===== src/rtl/cla_add_sequencer_pkg.sv =====
// Shared types and constants for the sliced CLA add sequencer.
package cla_add_sequencer_pkg;
  localparam int SLICE_W = 16;
  localparam int NREQ    = 2;

  typedef enum logic [1:0] {IDLE, RUN, DONE} state_e;
endpackage


===== src/rtl/cla_add_sequencer_cla.sv =====
// 16-bit two-level carry look-ahead adder (4-bit groups, group look-ahead); purely combinational.
module carry_look_ahead_16bit (
  input  logic [15:0] a,
  input  logic [15:0] b,
  input  logic        cin,
  output logic [15:0] sum,
  output logic        cout
);
  logic [15:0] p, g, c;
  logic [3:0]  gp, gg, gc;

  // Carries into each of four positions from propagate/generate, fully expanded.
  function automatic logic [3:0] lookahead(input logic [3:0] pp, input logic [3:0] gg_in, input logic ci);
    logic [3:0] cc;
    cc[0] = ci;
    cc[1] = gg_in[0] | (pp[0] & ci);
    cc[2] = gg_in[1] | (pp[1] & gg_in[0]) | (pp[1] & pp[0] & ci);
    cc[3] = gg_in[2] | (pp[2] & gg_in[1]) | (pp[2] & pp[1] & gg_in[0]) | (pp[2] & pp[1] & pp[0] & ci);
    return cc;
  endfunction

  always_comb begin
    p = a ^ b;
    g = a & b;
    for (int j = 0; j < 4; j++) begin
      gp[j] = &p[4*j +: 4];
      gg[j] = g[4*j+3] | (p[4*j+3] & g[4*j+2]) | (p[4*j+3] & p[4*j+2] & g[4*j+1])
            | (p[4*j+3] & p[4*j+2] & p[4*j+1] & g[4*j]);
    end
    gc   = lookahead(gp, gg, cin);
    cout = gg[3] | (gp[3] & gc[3]);
    c    = '0;
    for (int j = 0; j < 4; j++) begin
      c[4*j +: 4] = lookahead(p[4*j +: 4], g[4*j +: 4], gc[j]);
    end
    sum = p ^ c;
  end
endmodule


===== src/rtl/cla_add_sequencer.sv =====
// Two-requester round-robin adder that walks WIDTH/16 slices through one shared 16-bit CLA.
// Optional subtract support is enabled by defining CLA_ADD_SEQUENCER_SUB_EN.
module cla_add_sequencer
  import cla_add_sequencer_pkg::*;
#(
  parameter int WIDTH = 64
) (
  input  logic             clk,
  input  logic             rst,
  input  logic             req0_valid,
  output logic             req0_ready,
  input  logic [WIDTH-1:0] req0_a,
  input  logic [WIDTH-1:0] req0_b,
  input  logic             req0_cin,
  input  logic             req1_valid,
  output logic             req1_ready,
  input  logic [WIDTH-1:0] req1_a,
  input  logic [WIDTH-1:0] req1_b,
  input  logic             req1_cin,
`ifdef CLA_ADD_SEQUENCER_SUB_EN
  input  logic             req0_sub,
  input  logic             req1_sub,
`endif
  output logic             rsp_valid,
  input  logic             rsp_ready,
  output logic [WIDTH-1:0] rsp_sum,
  output logic             rsp_cout,
  output logic             rsp_id
);
  localparam int NSLICE = WIDTH / SLICE_W;
  localparam int IDX_W  = (NSLICE > 1) ? $clog2(NSLICE) : 1;
  localparam int OFF_W  = $clog2(WIDTH);

  state_e            state_q, state_d;
  logic [IDX_W-1:0]  idx_q, idx_d;
  logic              carry_q, carry_d;
  logic [WIDTH-1:0]  a_q, a_d, b_q, b_d, sum_q, sum_d;
  logic              id_q, id_d, last_q, last_d, vld_q, vld_d;

  logic [NREQ-1:0]   gnt;
  logic              accept, sel_cin;
  logic [WIDTH-1:0]  sel_a, sel_b;
  logic [OFF_W-1:0]  off;
  logic [SLICE_W-1:0] slice_sum;
  logic              slice_cout;

  always_comb begin
    gnt    = '0;
    gnt[0] = req0_valid & (~req1_valid | last_q);
    gnt[1] = req1_valid & (~req0_valid | ~last_q);
  end

  assign req0_ready = ~rst & (state_q == IDLE) & gnt[0];
  assign req1_ready = ~rst & (state_q == IDLE) & gnt[1];
  assign accept     = req0_ready | req1_ready;

  // Subtraction is folded in at accept time so the slice datapath only ever adds.
  always_comb begin
    sel_a   = gnt[1] ? req1_a   : req0_a;
    sel_b   = gnt[1] ? req1_b   : req0_b;
    sel_cin = gnt[1] ? req1_cin : req0_cin;
`ifdef CLA_ADD_SEQUENCER_SUB_EN
    if (gnt[1] ? req1_sub : req0_sub) begin
      sel_b   = ~sel_b;
      sel_cin = 1'b1;
    end
`endif
  end

  assign off = OFF_W'(idx_q * SLICE_W);

  carry_look_ahead_16bit u_cla (
    .a    (a_q[off +: SLICE_W]),
    .b    (b_q[off +: SLICE_W]),
    .cin  (carry_q),
    .sum  (slice_sum),
    .cout (slice_cout)
  );

  always_comb begin
    state_d = state_q;
    idx_d   = idx_q;
    carry_d = carry_q;
    a_d     = a_q;
    b_d     = b_q;
    sum_d   = sum_q;
    id_d    = id_q;
    last_d  = last_q;
    case (state_q)
      IDLE: if (accept) begin
        state_d = RUN;
        a_d     = sel_a;
        b_d     = sel_b;
        carry_d = sel_cin;
        id_d    = gnt[1];
        last_d  = gnt[1];
        idx_d   = '0;
        sum_d   = '0;
      end
      RUN: begin
        sum_d[off +: SLICE_W] = slice_sum;
        carry_d = slice_cout;
        idx_d   = idx_q + 1'b1;
        if (idx_q == IDX_W'(NSLICE - 1)) state_d = DONE;
      end
      DONE: if (rsp_ready) state_d = IDLE;
      default: state_d = IDLE;
    endcase
    vld_d = (state_d == DONE);
  end

  always_ff @(posedge clk or posedge rst) begin
    if (rst) begin
      state_q <= IDLE;
      idx_q   <= '0;
      carry_q <= 1'b0;
      a_q     <= '0;
      b_q     <= '0;
      sum_q   <= '0;
      id_q    <= 1'b0;
      last_q  <= 1'b1;
      vld_q   <= 1'b0;
    end else begin
      state_q <= state_d;
      idx_q   <= idx_d;
      carry_q <= carry_d;
      a_q     <= a_d;
      b_q     <= b_d;
      sum_q   <= sum_d;
      id_q    <= id_d;
      last_q  <= last_d;
      vld_q   <= vld_d;
    end
  end

  assign rsp_valid = vld_q;
  assign rsp_sum   = sum_q;
  assign rsp_cout  = carry_q;
  assign rsp_id    = id_q;
endmodule


===== config.mk =====
export PLATFORM = sky130hd
export DESIGN_NAME = cla_add_sequencer
export DESIGN_NICKNAME = d
export VERILOG_FILES = /design/src/rtl/cla_add_sequencer_pkg.sv /design/src/rtl/cla_add_sequencer_cla.sv /design/src/rtl/cla_add_sequencer.sv
export SDC_FILE = /design/constraint.sdc
export NUM_CORES = 1
export LEC_CHECK = 0
export ABC_AREA = 1
export CORE_UTILIZATION = 51
export DETAILED_ROUTE_END_ITERATION = 10
export GPL_ROUTABILITY_DRIVEN = 0
export GPL_TIMING_DRIVEN = 0
export PLACE_DENSITY_LB_ADDON = 0.3
export SYNTH_ARGS = -nofsm -noshare
export SYNTH_HDL_FRONTEND = slang
export SYNTH_SLANG_ARGS = --single-unit

===== constraint.sdc =====
create_clock -name clk -period 13 [get_ports clk]
set_input_delay 2.6 -clock clk [delete_from_list [all_inputs] [get_ports clk]]
set_output_delay 2.6 -clock clk [all_outputs]
set_load 0.05 [all_outputs]

==> impl_metrics.json, run 1 <==
{
  "hp-class": "flop to flop",
  "crit_top_cell": "clkdlybuf4s50_1",
  "postSynth.asyncResetShare": 1.000,
  "clk_pin_slew_ns": 0.07,
  "io_pins": 332,
  "postCtsSetupBuffers": 0,
  "synth.avg_cell_area_um2": 7.899,
  "ys.flop_type": "dfrtp_1",
  "post-place-ws_ns": 5.983,
  "setup_viol": 0,
  "drc": 0,
  "synth_top_area_frac": 0.4861,
  "synth.distinct_cells": 42,
  "io_buffers": 331,
  "fin_ws_ns": 5.991,
  "area_growth_pct": 41.67,
  "r2r_end": "rsp_sum[45]$_DFFE_PP0P_",
  "synthTopCellsByCount": "390 x nand2_1, 207 x nor2_1, 199 x dfrtp_1",
  "core_region_area_um2": 19590,
  "cpMaxStageDelayCell": "clkdlybuf4s50_1",
  "nNetsFinal": 1935,
  "status": "finished, final reports clean",
  "die_area_um2": 20660,
  "fp-row-count": 51,
  "regArea_um2": 5006,
  "ant_nets": 0,
  "critPathCaptureType": "primary output",
  "yosys_warnings": 0,
  "cts_hold_buffers": 0,
  "slowest_delay_ns": 0.81,
  "synth_top_area_cell": "dfrtp_1",
  "fin_hold_ws_ns": 0.4790,
  "cts_buffer_depth": 2,
  "max_slew.worst_pin.slew_ns": 0.9105,
  "wl_per_cell_um": 19.10,
  "viasPerCell": 5.774,
  "place_hpwl_um": 28840,
  "totalPowerFinal_mw": 4.101,
  "powerDensity_nw_per_um2": 282.6,
  "cp_cell_sequence": "clkdlybuf4s50_1 > nor3_2 > nand3_1 > inv_2 > clkdlybuf4s50_1",
  "synth-edff-count": 0,
  "first_iter_violations": 1241,
  "grt_pass1_vias": 10648,
  "worstPathRequired_ns": 10.40,
  "leakage_nw": 6.375,
  "drive_gt1_frac": 0.05425,
  "netlist_area_um2": 10240,
  "synth.most_common_cell": "nand2_1",
  "final_cells": 1925,
  "fill_cells": 1464,
  "grt-ovfl-total": 0,
  "vias": 11114,
  "grt_setup_unrepaired": "false",
  "drv_slew": 0,
  "die_y_um": 143.7,
  "drt_wl_total_um": 36780,
  "grt_pass1_wl_um": 55580,
  "antenna_found_initial": 0,
  "start_util": 0.5230,
  "ys_seq_area_frac": 0.4886,
  "synth_area_leaders": "dfrtp_1 49%, nand2_1 14%, a31oi_1 7.9%",
  "rr_worst_depth": 16,
  "drv_cap": 0,
  "setup-tns-final_ns": 0,
  "synth_cells": 1297,
  "dp.cells": 1894,
  "endpoint": "req0_ready",
  "clock_sinks": 200,
  "cp_max_fo": 3,
  "fin_skew_ns": 0.01179,
  "firstDrtPassIters": 6,
  "critPathArrivalTime_ns": 4.41,
  "die_w_um": 143.7,
  "peakVddDrop_mv": 0.2531,
  "ys_seq_elements": 200,
  "gr-usage-all-layers": 0.3638,
  "grt_max_degree": 104,
  "cts_buffers": 17,
  "hold_viol_final": 0,
  "r2r-start": "idx_q[0]$_DFFE_PP0P_",
  "rrSetupSlack_ns": 8.98,
  "h-tree-depth": 4,
  "cts-resized-gates": 0,
  "synth_nets": 1584,
  "tritoncts": "yes",
  "critPathLaunchType": "primary input",
  "crit_path_start": "rst",
  "path_class": "primary input to primary output",
  "root_buffer": "clkbuf_16",
  "slew_headroom": 0.3930,
  "multi_input_area_um2": 4659,
  "period_share": 0.5392,
  "clock_latency_ns": 0.44,
  "fmax_mhz": 142.7,
  "post-route-min-period_ns": 7.009
}
-- cell type report --
class / instances / area share
multi-input combinational: 963 / 0.3210
antenna: 1 / 0.0001724
buffer: 89 / 0.02810
tap: 265 / 0.02284
timing repair buffer: 332 / 0.2302
sequential: 200 / 0.3449
clock inverter: 9 / 0.008017
inverter: 45 / 0.01233
clock buffer: 21 / 0.03241
-- layout by cell type, fill, tap and decap left out, drive strengths merged --
master           n
o21bai           1
nor2           210
ha              20
xnor2            3
bufinv           2
nand3b           1
and3             1
o21ai           98
nand3           28
clkinv           4
clkdlybuf4s50  331
a32oi            2
a22o            11
dfrtp          199
a32o             3
fa               4
clkbuf          68
a21o             1
xor2             1
a31oi          130
dfstp            1
or2              1
diode            1
nand4            7
o22ai           32
clkinvlp         1
nor3             4
a221oi           1
inv             47
nand2          393
o31ai            2
a31o             1
a21oi            8
buf             43
-- routing by layer --
| layer | global-route usage | wire length (µm) | vias to the layer above |
|---|---|---|---|
| li1 | - | - | 5057 |
| met1 | 0.4255 | 13360 | 5138 |
| met2 | 0.6045 | 17270 | 750 |
| met3 | 0.08264 | 3806 | 169 |
| met4 | 0.2329 | 2340 | 0 |
| met5 | 0 | 0 | - |
-- stage by stage --
| stage | util | area, µm² |
|---|---|---|
| after global placement | 0.7090 | 13890 |
| final | 0.7409 | 14510 |
| after floorplan | - | 10240 |
| after detailed placement | 0.7108 | 13920 |
| after CTS | 0.7408 | 14510 |
| after global routing | 0.7408 | 14510 |
-- where the power goes --
group,internal [mW],switching [mW]
combinational,0.823,1.63
sequential,0.894,0.218
clock,0.299,0.237
-- cells by family (layout without fill, tap and decap cells) --
logic type               Yosys count  after routing  synth area share
AO/OA/AOI/OAI                    290            290            0.1709
XOR/XNOR                           4              4          0.003420
other                              0              1                 0
buffers and inverters            134            496           0.05655
AND/OR/NAND/NOR                  645            645            0.2483
flip-flops                       200            200            0.4886
adder cells (fa/ha/maj)           24             24           0.03224
-- critical path: cells and delay by family --
family	cells	cell delay [ns]
buf+inv	3	1.46
simple gates	2	0.34
-- how the worst min path moves through the flow --
stage	startpoint	end	slack, ns	depth (start not counted)
floorplan	last_q$_DFFE_PP1P_	last_q$_DFFE_PP1P_	0.47	2
global placement	rsp_sum[27]$_DFFE_PP0P_	rsp_sum[27]$_DFFE_PP0P_	0.46	2
detailed placement	rsp_sum[30]$_DFFE_PP0P_	rsp_sum[30]$_DFFE_PP0P_	0.47	2
CTS	rsp_sum[30]$_DFFE_PP0P_	rsp_sum[30]$_DFFE_PP0P_	0.49	2
global route	rsp_sum[58]$_DFFE_PP0P_	rsp_sum[58]$_DFFE_PP0P_	0.51	2
finish	rsp_sum[27]$_DFFE_PP0P_	rsp_sum[27]$_DFFE_PP0P_	0.48	2
-- flip-flops by register name, summed over array words and instances (netlist names) --
signal,count
a_q,64
b_q,64
rsp_sum,64
idx_q,2
state_q,2
last_q,1
rsp_cout,1
rsp_id,1
rsp_valid,1
(Power assumes the default switching activity.)
==> run 2, diff against run 1 <==
Settings changed: CORE_UTILIZATION 51 to 42.
Clock period 13 ns to 5.7 ns, I/O delays scaled along.
==> impl_metrics.json, run 2 (same netlist as run 1, synthesis figures left out) <==
{
  "setup-tns-final_ns": 0,
  "fp-row-count": 56,
  "core_region_area_um2": 23680,
  "drive_gt1_frac": 0.05766,
  "path_class": "flop to flop",
  "rrSetupSlack_ns": 1.53,
  "gr-usage-all-layers": 0.3098,
  "min_to": "rsp_sum[62]$_DFFE_PP0P_",
  "grt_pass1_vias": 10429,
  "cp_max_fo": 10,
  "grt-ovfl-total": 0,
  "fin_hold_ws_ns": 0.4842,
  "powerDensity_nw_per_um2": 638.2,
  "h-tree-depth": 4,
  "fin_skew_ns": 0.01126,
  "grt_setup_unrepaired": "false",
  "critPathLaunchType": "flop",
  "crit_path_start": "idx_q[0]$_DFFE_PP0P_",
  "io_buffers": 331,
  "cts_hold_buffers": 0,
  "drt_wl_total_um": 38230,
  "slowest_delay_ns": 0.57,
  "max_slew.worst_pin.slew_ns": 0.9107,
  "grt_pass1_wl_um": 57210,
  "drv_cap": 0,
  "ant_nets": 0,
  "worstPathRequired_ns": 6.06,
  "final_cell_mix": "390 x nand2_1, 331 x clkdlybuf4s50_1, 207 x nor2_1",
  "die_w_um": 158.2,
  "nNetsFinal": 1939,
  "die_area_um2": 25020,
  "switching_power_mw": 4.787,
  "die_y_um": 158.2,
  "postCtsSetupBuffers": 0,
  "critPathCaptureType": "flop",
  "tritoncts": "yes",
  "leakage_nw": 6.400,
  "hold_viol_final": 0,
  "combPwrFrac": 0.600,
  "setup_viol": 0,
  "wl_per_cell_um": 19.26,
  "vias": 10894,
  "drv_slew": 0,
  "root_buffer": "clkbuf_16",
  "cts_buffer_depth": 2,
  "slew_headroom": 0.3929,
  "r2r_end": "rsp_sum[61]$_DFFE_PP0P_",
  "sw_frac_of_total": 0.5119,
  "period_share": 0.7309,
  "io_pins": 332,
  "clock_sinks": 200,
  "critPathArrivalTime_ns": 4.52,
  "drc": 0,
  "firstDrtPassIters": 6,
  "area_growth_pct": 43.04,
  "final_common_cell": "nand2_1",
  "clock_power_share": 0.131,
  "cp_cell_sequence": "inv_1 > clkbuf_1 > clkbuf_1 > nor2_1 > o22ai_1 > ha_1 > nand2_1 > inv_1 > nand3_1 > nor2_1 > nand2_1 > nand2_1 > fa_1 > xnor2_1 > nor2_1 > nand2_1 > o21ai_0",
  "grt_max_degree": 39,
  "antenna_found_initial": 0,
  "status": "finished, final reports clean",
  "clock_latency_ns": 0.45,
  "viasPerCell": 5.488,
  "cpMaxStageDelayCell": "clkbuf_1",
  "cts_buffers": 17,
  "rr_worst_depth": 17,
  "crit_top_cell": "nand2_1",
  "place_hpwl_um": 30440,
  "hp-class": "flop to flop",
  "fmax_mhz": 240.0,
  "peakVddDrop_mv": 0.5349,
  "p_int_mw": 4.565,
  "crit_family": "buffers and inverters",
  "post-route-min-period_ns": 4.166,
  "clk_pin_slew_ns": 0.08,
  "cts-resized-gates": 0,
  "start_util": 0.4326,
  "first_iter_violations": 848,
  "holdPathStages": 2,
  "r2r-start": "idx_q[0]$_DFFE_PP0P_",
  "holdCritStartpoint": "rsp_sum[62]$_DFFE_PP0P_",
  "path_buf_inv": 4,
  "seqPwrFrac": 0.269
}
run 2: cell count changes in the layout (fill, tap and decap cells not counted):
cell | before | now
clkinvlp_4 | 1 | 3
clkinv_8 | 0 | 1
bufinv_16 | 2 | 1
clkinv_4 | 2 | 3
buf_12 | 0 | 5
inv_6 | 3 | 4
buf_16 | 1 | 0
clkinv_2 | 1 | 0
clkbuf_8 | 3 | 2
run 2: final cells by class:
class / instances / area [µm²]
fillers: 2103 / 9029
flip-flops and latches: 200 / 5006
multi-input cells: 963 / 4659
repair buffers: 336 / 3413
clock buffers: 20 / 456.7
plain buffers: 89 / 407.9
well taps: 319 / 399.1
inverters: 45 / 175.2
clock inverters: 12 / 133.9
diodes: 1 / 2.502
run 2: how the worst max path moves through the flow:
stage	endpoint	slack [ns]	cells after the start
after global placement	a_q[40]$_DFFE_PP0P_	0.43	2
after CTS	rsp_sum[61]$_DFFE_PP0P_	1.67	17
after detailed placement	req0_ready	1.70	5
after global routing	rsp_sum[61]$_DFFE_PP0P_	1.32	17
after floorplan	a_q[0]$_DFFE_PP0P_	1.97	1
final	rsp_sum[61]$_DFFE_PP0P_	1.53	17
run 2: stage by stage:
stage                     power [mW]  cells  cell area (µm²)  utilization  setup WS (ns)
after floorplan                6.048   1297            10250            -          1.972
after global placement         7.846   1947            13960       0.5895         0.4335
after detailed placement       8.006   1952            14060       0.5937          1.696
after CTS                      9.247   1984            14650       0.6187          1.670
after global routing           9.950   1984            14650       0.6187          1.320
final                          9.352   1985            14650       0.6188          1.534
run 2: power by group through the flow:
| stage | Sequential, mW | Clock, mW | Combinational (mW) |
|---|---|---|---|
| floorplan | 2.77 | 0 | 3.28 |
| global placement | 2.51 | 0 | 5.33 |
| detailed placement | 2.52 | 0 | 5.49 |
| CTS | 2.50 | 1.23 | 5.52 |
| global route | 2.56 | 1.29 | 6.10 |
| finish | 2.51 | 1.23 | 5.61 |
run 2: worst reg2reg max path: stages (launching register included):
cell and delay, ns:
dfrtp_1 0.49, inv_1 0.17, clkbuf_1 0.35, clkbuf_1 0.57, nor2_1 0.12, o22ai_1 0.47, ha_1 0.34, nand2_1 0.10
inv_1 0.05, nand3_1 0.07, nor2_1 0.05, nand2_1 0.05, nand2_1 0.12, fa_1 0.46, xnor2_1 0.17, nor2_1 0.20
nand2_1 0.12, o21ai_0 0.18
run 2: per-layer routing:
metal  track usage  wire, µm  vias up
met1        0.3871     15080     5120
met5             0         0        -
met2        0.5215     18400      597
met4        0.1337      1644        0
met3       0.05940      3095      113
li1              -         -     5064
